### src/rtl/mem_arbiter.sv
// Arbiter sharing one backing-memory port between I-cache refills and D-cache refills/write-throughs.
// Optional MEMARB_PERF_EN adds grant and stall performance counters.
module mem_arbiter #(
    parameter int unsigned ADDR_W     = 32,
    parameter int unsigned LINE_W     = 512,
    parameter int unsigned WORD_W     = 32,
    parameter int unsigned STARVE_MAX = 8
) (
    input  logic              clk,
    input  logic              rst,
    input  logic              i_req,
    input  logic [ADDR_W-1:0] i_addr,
    input  logic              d_req,
    input  logic              d_we,
    input  logic [ADDR_W-1:0] d_addr,
    input  logic [WORD_W-1:0] d_wdata,
    output logic              i_done,
    output logic              d_done,
    output logic [LINE_W-1:0] resp_data,
    output logic              mem_req,
    output logic              mem_we,
    output logic [ADDR_W-1:0] mem_addr,
    output logic [WORD_W-1:0] mem_wdata,
    input  logic              mem_ready,
    input  logic [LINE_W-1:0] mem_rdata
`ifdef MEMARB_PERF_EN
    ,
    output logic [31:0]       perf_i_grants,
    output logic [31:0]       perf_d_grants,
    output logic [31:0]       perf_stall_cycles
`endif
);

    typedef enum logic [1:0] {IDLE, BUSY, DONE} state_e;
    typedef enum logic {OWN_D, OWN_I} owner_e;

    localparam logic [7:0] STARVE_LIM = 8'(STARVE_MAX);

    state_e            state_q, state_d;
    owner_e            owner_q, owner_d;
    logic [7:0]        starve_q, starve_d;
    logic              we_q, we_d;
    logic [ADDR_W-1:0] addr_q, addr_d;
    logic [WORD_W-1:0] wdata_q, wdata_d;
    logic [LINE_W-1:0] resp_q, resp_d;
    logic              grant_i, grant_d;
    logic              i_in_service;

    // I beats D on a tie only once it has waited STARVE_MAX cycles.
    always_comb begin
        grant_i = (state_q == IDLE) && i_req && (!d_req || (starve_q >= STARVE_LIM));
        grant_d = (state_q == IDLE) && d_req && !grant_i;
    end

    // Cycles where I's own transaction is in flight are not waiting cycles.
    assign i_in_service = (state_q != IDLE) && (owner_q == OWN_I);

    always_comb begin
        state_d  = state_q;
        owner_d  = owner_q;
        we_d     = we_q;
        addr_d   = addr_q;
        wdata_d  = wdata_q;
        resp_d   = resp_q;
        starve_d = starve_q;

        if (grant_i) begin
            starve_d = '0;
        end else if (i_req && !i_in_service && (starve_q < STARVE_LIM)) begin
            starve_d = starve_q + 8'd1;
        end

        unique case (state_q)
            IDLE: begin
                if (grant_i) begin
                    state_d = BUSY;
                    owner_d = OWN_I;
                    we_d    = 1'b0;
                    addr_d  = i_addr;
                end else if (grant_d) begin
                    state_d = BUSY;
                    owner_d = OWN_D;
                    we_d    = d_we;
                    addr_d  = d_addr;
                    wdata_d = d_wdata;
                end
            end
            BUSY: begin
                if (mem_ready) begin
                    state_d = DONE;
                    if (!we_q) begin
                        resp_d = mem_rdata;
                    end
                end
            end
            DONE: begin
                state_d = IDLE;
            end
            default: begin
                state_d = IDLE;
            end
        endcase
    end

    always_ff @(posedge clk or negedge rst) begin
        if (!rst) begin
            state_q  <= IDLE;
            owner_q  <= OWN_D;
            starve_q <= '0;
            we_q     <= 1'b0;
            addr_q   <= '0;
            wdata_q  <= '0;
            resp_q   <= '0;
        end else begin
            state_q  <= state_d;
            owner_q  <= owner_d;
            starve_q <= starve_d;
            we_q     <= we_d;
            addr_q   <= addr_d;
            wdata_q  <= wdata_d;
            resp_q   <= resp_d;
        end
    end

    assign mem_req   = (state_q == BUSY);
    assign mem_we    = we_q;
    assign mem_addr  = addr_q;
    assign mem_wdata = wdata_q;
    assign resp_data = resp_q;
    assign i_done    = (state_q == DONE) && (owner_q == OWN_I);
    assign d_done    = (state_q == DONE) && (owner_q == OWN_D);

`ifdef MEMARB_PERF_EN
    logic [31:0] perf_i_q, perf_d_q, perf_stall_q;

    always_ff @(posedge clk or negedge rst) begin
        if (!rst) begin
            perf_i_q     <= '0;
            perf_d_q     <= '0;
            perf_stall_q <= '0;
        end else begin
            if (grant_i) begin
                perf_i_q <= perf_i_q + 32'd1;
            end
            if (grant_d) begin
                perf_d_q <= perf_d_q + 32'd1;
            end
            if (state_q == BUSY) begin
                perf_stall_q <= perf_stall_q + 32'd1;
            end
        end
    end

    assign perf_i_grants     = perf_i_q;
    assign perf_d_grants     = perf_d_q;
    assign perf_stall_cycles = perf_stall_q;
`endif

endmodule

### config.mk
export PLATFORM = sky130hd
export DESIGN_NAME = mem_arbiter
export DESIGN_NICKNAME = d
export VERILOG_FILES = /design/src/rtl/mem_arbiter.sv
export SDC_FILE = /design/constraint.sdc
export NUM_CORES = 1
export LEC_CHECK = 0
export CORE_AREA = 2 2 461 463
export CTS_CLUSTER_SIZE = 25
export DETAILED_ROUTE_END_ITERATION = 7
export DIE_AREA = 0 0 463 465
export GPL_TIMING_DRIVEN = 1
export MAX_ROUTING_LAYER = met4
export PLACE_DENSITY = 0.32
export SKIP_CTS_REPAIR_TIMING = 1
export SLEW_MARGIN = 20
export SYNTH_ARGS = -nofsm -noshare
export SYNTH_HDL_FRONTEND = slang
export SYNTH_SLANG_ARGS = --single-unit
### constraint.sdc
create_clock -name clk -period 2.4 [get_ports clk]
set_input_delay 0.48 -clock clk [delete_from_list [all_inputs] [get_ports clk]]
set_output_delay 0.48 -clock clk [all_outputs]
set_load 0.1 [all_outputs]
# Word level (Yosys, flattened, before mapping)
# Cells that the tools add are included.
# totals
ff_bits,588
out_inout_bits,580
elab_cells,50
# op_classes
add_sub_neg,1
n_lt_le_gt_ge,2
n_eq_ne,4
muxes,12
n_bitwise,3
n_reduce_logical,21
# op_table
op,n
two-way mux 32 bit,2
two-way mux 8 bit,2
logical AND 1 bit,9
"adder 8 x 1 -> 8 bit, second input constant",1
">= comparator 8 x 4 -> 1 bit, second input constant",1
"< comparator 8 x 4 -> 1 bit, second input constant",1
two-way mux 2 bit,3
AND reduction 3 bit,2
nonzero test 2 bit,3
two-way mux 1 bit,4
case mux 2 bit (2 select lines),1
AND reduction 2 bit,2
zero test 1 bit,3
"inequality test 3 bit, second input constant",1
NOT 1 bit,3
"== test 2 x 1 -> 1 bit, second input constant",1
"== test 2 bit, second input constant",1
zero test 2 bit,1
"inequality test 2 x 1 -> 1 bit, second input constant",1
logical OR 1 bit,1

# Longest topological paths before layout
# Gate-level depths: netlist of run 1.
# logic_depth
depth_word,8
mapped_depth,6
depth_no_buf,5

# Least setup slack after synthesis of run 1
# No wires, ideal clock.
# synth_timing
path_kind,register to output
startpoint,register state_q[0]
endpoint,output d_done
t_arrival_ps,2829
required_time_ps,1920
setup_slack_ps,-909
stages_incl_launch_ff,3
path_buffers,1
path_cell_list,dfrtp_1 > clkbuf_1 > nor3b_1
# synth_between
elab_chain_len,2
# synth_rtl
element,line_no,source
"start, declared",39,"state_e state_q, state_d;"
"start signal, assigned",115,state_q <= state_d;
== test 2 bit,131,assign d_done = (state_q == DONE) && (owner_q == OWN_D);
logical AND 1 bit,131,
"end, declared",18,"output logic d_done,"
# No other way between the ends.

# Worst setup path after layout of run 1
# layout_timing
startpoint,register state_q[0]
endpoint,output i_done
# layout_between
elab_chain_len,2
# layout_rtl
element,line_no,source
== test 2 bit,130,assign i_done = (state_q == DONE) && (owner_q == OWN_I);
logical AND 1 bit,130,
"end, declared",17,"output logic i_done,"
# No other way between the ends.

==> run metrics, run 1 <==
status=completed; TNS Setup=0 ns; commonest non-fill, non-tap cell in the layout=buf_4; Synth cell types=33; Critical Path RT=1.92 ns; filler cell count=23021; Die X=463 µm; clock latency on the worst-skew pair=0.73 ns; global placement routability congestion=0.792; Nets=3246; post-route ant nets=0; DR WL/cell=25.8 µm; Die H=465 µm; total I/O pin count=1194; flop and latch count out of synthesis=588; worst-margin pin slew=0.648 ns; Worst path max stage delay=0.46 ns; CP Capture Type=primary output; Clk pin slew, worst setup/hold paths=0.06 ns; syn_nets=1933; setup ws final=0.0833 ns; Area Overhead vs Synth=81.4%; # H-tree levels=3; FMAX=0.432 GHz; drt total wl=143000 µm; max-slew violations=0; sequential fraction of the synthesis area=0.661; TritonCTS Buffers=85; crit-path leading delay family=flip-flops; Slowest-stage cell, CP=dfrtp_2; Port Buffers=1193; R2R setup slack=0.12 ns; largest buffer count on any clock path=3; GRT Total Usage=0.134; CTS sink count=588; post-place setup slack=-0.129 ns; Synthesis Warnings=0; Syn Area/Cell=16.9 µm²; CP Max Fanout=8; Initial DRC Count=545; Core Region=0.211 mm²; Pre-Repair DR Iteration Count=4; # setup viols final=0; initial antenna violation count=69; vias in the first global route=18388; num rows=169; CTS tree=built; total die area=0.215 mm²; Max-slew headroom=0.562; global-route wire length before repair=186000 µm; GRT overflow=0; Mapped Area=0.0223 mm²; path type of the worst min-delay path=in2async; RSZ-0062 raised after global routing=yes; CP startpoint kind=flip-flop; layout cells sized above 1=0.534; residual DRC count=0; vias per cell=3.05; synthesized instance count=1317; pin count of the biggest net entering global routing=76; most frequent cells in the layout=buf_4 (640), clkdlybuf4s50_1 (612), mux2_2 (607); CP Cell Sequence=buf_4 > nor3b_2 > buf_12; Setup Skew=0.0352 ns; endpoints failing hold=0; final period utilization=0.965; Critical path buffers and inverters=2; Max Cap Viol=0; CTS root buf=clkbuf_16; minimum clock period=2.32 ns; total number of vias=16926; WP data arrival=1.84 ns; Starting Density=0.106; CP Class=reg2out; DP HPWL=121000 µm
[worst paths after layout]
check / to / start / depth (start not counted)
worst min-delay path: resp_data[79] / rst / 2
worst min register to register: resp_data[464] / resp_data[464] / 1
worst max-delay path: i_done / state_q[0] / 3
max in group asynchronous: resp_data[438] / rst / 4
min in group clk: mem_we / d_we / 3
worst max register to register: mem_addr[4] / starve_q[7] / 4
[flip-flops by register name, indices dropped and copies added, names as in the netlist]
name,count
owner_q,1
state_q,2
mem_addr,32
resp_data,512
mem_we,1
starve_q,8
mem_wdata,32
[through the flow]
stage	instance area (µm²)	utilization	instances	hold slack, ns
after floorplan	22300	-	1317	0.184
after global placement	37300	0.177	5363	0.366
after detailed placement	37300	0.177	5363	0.369
after CTS	40300	0.191	5517	-0.461
after global routing	40400	0.192	5547	0.185
final	40400	0.192	5554	0.231
[logic make-up after synthesis]
kind of cell	count (synthesis)	share of synthesized area
mux	608	0.308
flops	588	0.661
buf+inv	77	0.0171
simple gates	29	0.00865
compound gates	13	0.00478
fa+ha+maj	2	0.00112
[Yosys cell counts]
cell type / count / area, µm²
nor3b_1: 3 / 22.5
nor2_1: 2 / 7.51
and2b_1: 3 / 22.5
o31ai_4: 1 / 21.3
or4_1: 1 / 7.51
mux2_4: 1 / 15.0
nand4_1: 1 / 6.26
clkbuf_1: 15 / 56.3
nand2_1: 1 / 3.75
nand3_1: 1 / 5.00
o21ai_0: 3 / 15.0
nor4b_1: 2 / 17.5
o31ai_1: 1 / 7.51
dfrtp_1: 588 / 14700
nor3b_2: 1 / 12.5
a41oi_1: 3 / 26.3
mux2_2: 607 / 6840
nor4_1: 5 / 31.3
and2b_2: 1 / 8.76
buf_6: 3 / 33.8
inv_1: 6 / 22.5
a21oi_1: 1 / 5.00
o31a_1: 1 / 8.76
a211oi_1: 1 / 7.51
nor3_1: 4 / 20.0
ha_1: 2 / 25.0
and2_1: 1 / 6.26
nor2b_1: 1 / 6.26
o21a_1: 2 / 15.0
buf_2: 52 / 260
nand2b_1: 1 / 6.26
buf_4: 1 / 7.51
and3b_1: 1 / 8.76
[final cells by class]
| class | instances | area (µm²) | area share |
|---|---|---|---|
| tap | 2821 | 3530 | 0.0874 |
| antenna | 36 | 90.1 | 0.00223 |
| timing repair buffer | 1297 | 11800 | 0.293 |
| inverter | 6 | 22.5 | 0.000558 |
| clock buffer | 120 | 2480 | 0.0614 |
| clock inverter | 34 | 532 | 0.0132 |
| sequential | 588 | 14700 | 0.364 |
| multi-input combinational | 652 | 7210 | 0.178 |
[per-layer routing]
layer  track usage  up-vias  wire length (µm)
li1              -     7413                 -
met1         0.143     8441             54900
met2         0.211      911             66900
met3        0.0842      161             19200
met4        0.0261        0              2410
met5             -        -                 0
Power of run 1 is left out: the tool's default activity adds up to more than one toggle a clock period on the data nets, which glitch-free logic cannot reach.
==> inputs of run 2 (changes only) <==
CORE_AREA = 2 2 466 468   (was 2 2 461 463)
DIE_AREA = 0 0 468 470   (was 0 0 463 465)
PLACE_DENSITY = default   (was 0.32)
TNS_END_PERCENT = 5   (was default)
clock period = 1.9 ns   (was 2.4 ns; I/O delays follow)
==> run 2 against run 1 <==
  * The flow now finishes with violations (setup timing)
  * Clock skew decreased by 0.0063 ns
  * Wire length increased by 24%
  * Die area increased by 2.2%
  * Global-route usage increased by 2.7 points
  * Core utilization increased by 2.2 points
  * Count of clock-buffer cells in the layout decreased by 11
  * Final cell count increased by 0.13%
  * Via count increased by 4.2%
  * Register-to-register slack got worse by 0.34 ns
  * Worst hold slack got worse by 0.12 ns
  * First-iteration DRC count increased by 17%
  * Setup slack got worse by 0.30 ns
==> run metrics, run 2 (synthesis gave the netlist of run 1 again) <==
failing checks=setup timing; Pre-Repair DR Iteration Count=5 (+1); endpoints failing hold=0 (unchanged); clock latency on the worst-skew pair=0.70 ns (-0.03 ns); Die H=470 µm (+1.1%); DP HPWL=158000 µm (+31%); vias per cell=3.17 (+4.0%); Max Cap Viol=0 (unchanged); most frequent cells in the layout=clkdlybuf4s50_1 (612), mux2_2 (589), dfrtp_1 (573); GRT overflow=0 (unchanged); initial antenna violation count=124 (+80%); max FFs per register=512 (unchanged); commonest non-fill, non-tap cell in the layout=clkdlybuf4s50_1; WP data arrival=2.69 ns (+0.85 ns); CP startpoint kind=flip-flop; CTS root buf=clkbuf_16; Die X=468 µm (+1.1%); total I/O pin count=1194 (unchanged); RSZ-0062 raised after global routing=yes; Port Buffers=1193 (unchanged); largest buffer count on any clock path=3 (unchanged); path type of the worst min-delay path=in2async; layout cells sized above 1=0.536 (+0.00128); num rows=171 (+1.2%); CTS sink count=588 (unchanged); global-route wire length before repair=217000 µm (+16%); Critical Path RT=2.48 ns (+0.56 ns); DR WL/cell=32.1 µm (+24%); residual DRC count=0 (unchanged); final period utilization=1.11; CP Max Fanout=14 (+6); minimum clock period=2.12 ns; R2R setup slack=-0.22 ns (-0.34 ns); vias in the first global route=18482 (+0.51%); Starting Density=0.103 (-0.00237); Initial DRC Count=637 (+17%); total number of vias=17632 (+4.2%); fin cells=5561 (+0.13%); # H-tree levels=3 (unchanged); status=complete, but fails checks; GRT Total Usage=0.161 (+0.0269); Nets=3227 (-0.59%); CP Class=reg2reg; Max-slew headroom=0.722 (+0.160); setup ws final=-0.217 ns (-0.300 ns); worst-margin pin slew=0.417 ns (-0.231 ns); total die area=0.220 mm² (+2.2%); FMAX=0.472 GHz; drt total wl=178000 µm (+24%); Setup Skew=0.0289 ns (-0.00629 ns); CTS tree=built; # setup viols final=298 (+298); CP Capture Type=flip-flop; TritonCTS Buffers=79 (-7.1%); post-route ant nets=0 (unchanged); Clk pin slew, worst setup/hold paths=0.06 ns (about the same); placed cell count=5372 (+0.17%); Area Overhead vs Synth=106%; global placement routability congestion=0.917 (+16%); filler cell count=22799 (-0.96%); max-slew violations=0 (unchanged); Core Region=0.216 mm² (+2.3%); pin count of the biggest net entering global routing=76 (unchanged)
==> run 2: cell types whose count changed in the layout (fill, tap and decap cells not counted), sizes merged <==
cell,previous run,this run
clkinvlp,5,4
clkbuf,120,112
inv,9,10
bufinv,9,6
diode,36,37
buf,684,668
==> run 2: area by class of cell <==
cell class | instances | area [µm²] | area share
tap | 2854 | 3570 | 0.0777
timing repair buffer | 1284 | 17500 | 0.382
inverter | 6 | 22.5 | 0.000490
antenna | 37 | 92.6 | 0.00201
clock inverter | 31 | 443 | 0.00963
multi-input combinational | 652 | 7320 | 0.159
sequential | 588 | 14700 | 0.320
clock buffer | 109 | 2250 | 0.0490
==> run 2: stage by stage <==
stage                     instance area, µm²  hold slack [ns]  setup WS, ns  utilization  TNS [ns]
after global placement                 42800            0.242        -0.489        0.199   -236.86
after floorplan                        22300           0.0844        -0.331            -     -4.11
after CTS                              45500           -0.574        -0.284        0.211     -5.45
after detailed placement               42800            0.241        -0.496        0.199   -236.99
after global routing                   46000           0.0521        -0.266        0.213    -49.01
final                                  46000            0.110        -0.217        0.213    -20.31
==> run 2: path summary, 6_finish.rpt <==
| check | endpoint | start | depth (start not counted) |
|---|---|---|---|
| max in group asynchronous | resp_data[142] | rst | 4 |
| min reg2reg | resp_data[296] | resp_data[296] | 1 |
| min in group clk | mem_we | d_we | 3 |
| max reg2reg | mem_addr[1] | starve_q[7] | 5 |
| min | resp_data[494] | rst | 2 |
| max | mem_addr[1] | starve_q[7] | 5 |
==> run 2: routing by layer <==
metal / GRT usage / vias to the layer above / part of all wire
li1: - / 7370 / -
met4: 0.0455 / 0 / 0.033
met5: - / - / 0
met1: 0.140 / 8775 / 0.31
met2: 0.255 / 1171 / 0.46
met3: 0.141 / 316 / 0.20
==> run 2: critical path, cell delays in order (launching register included) <==
cell and delay, ns:
dfrtp_1 0.38, or4_4 0.56, o31ai_4 0.27, buf_12 0.19
clkbuf_16 0.23, mux2_2 0.35
Power of run 2 is left out for the same reason.
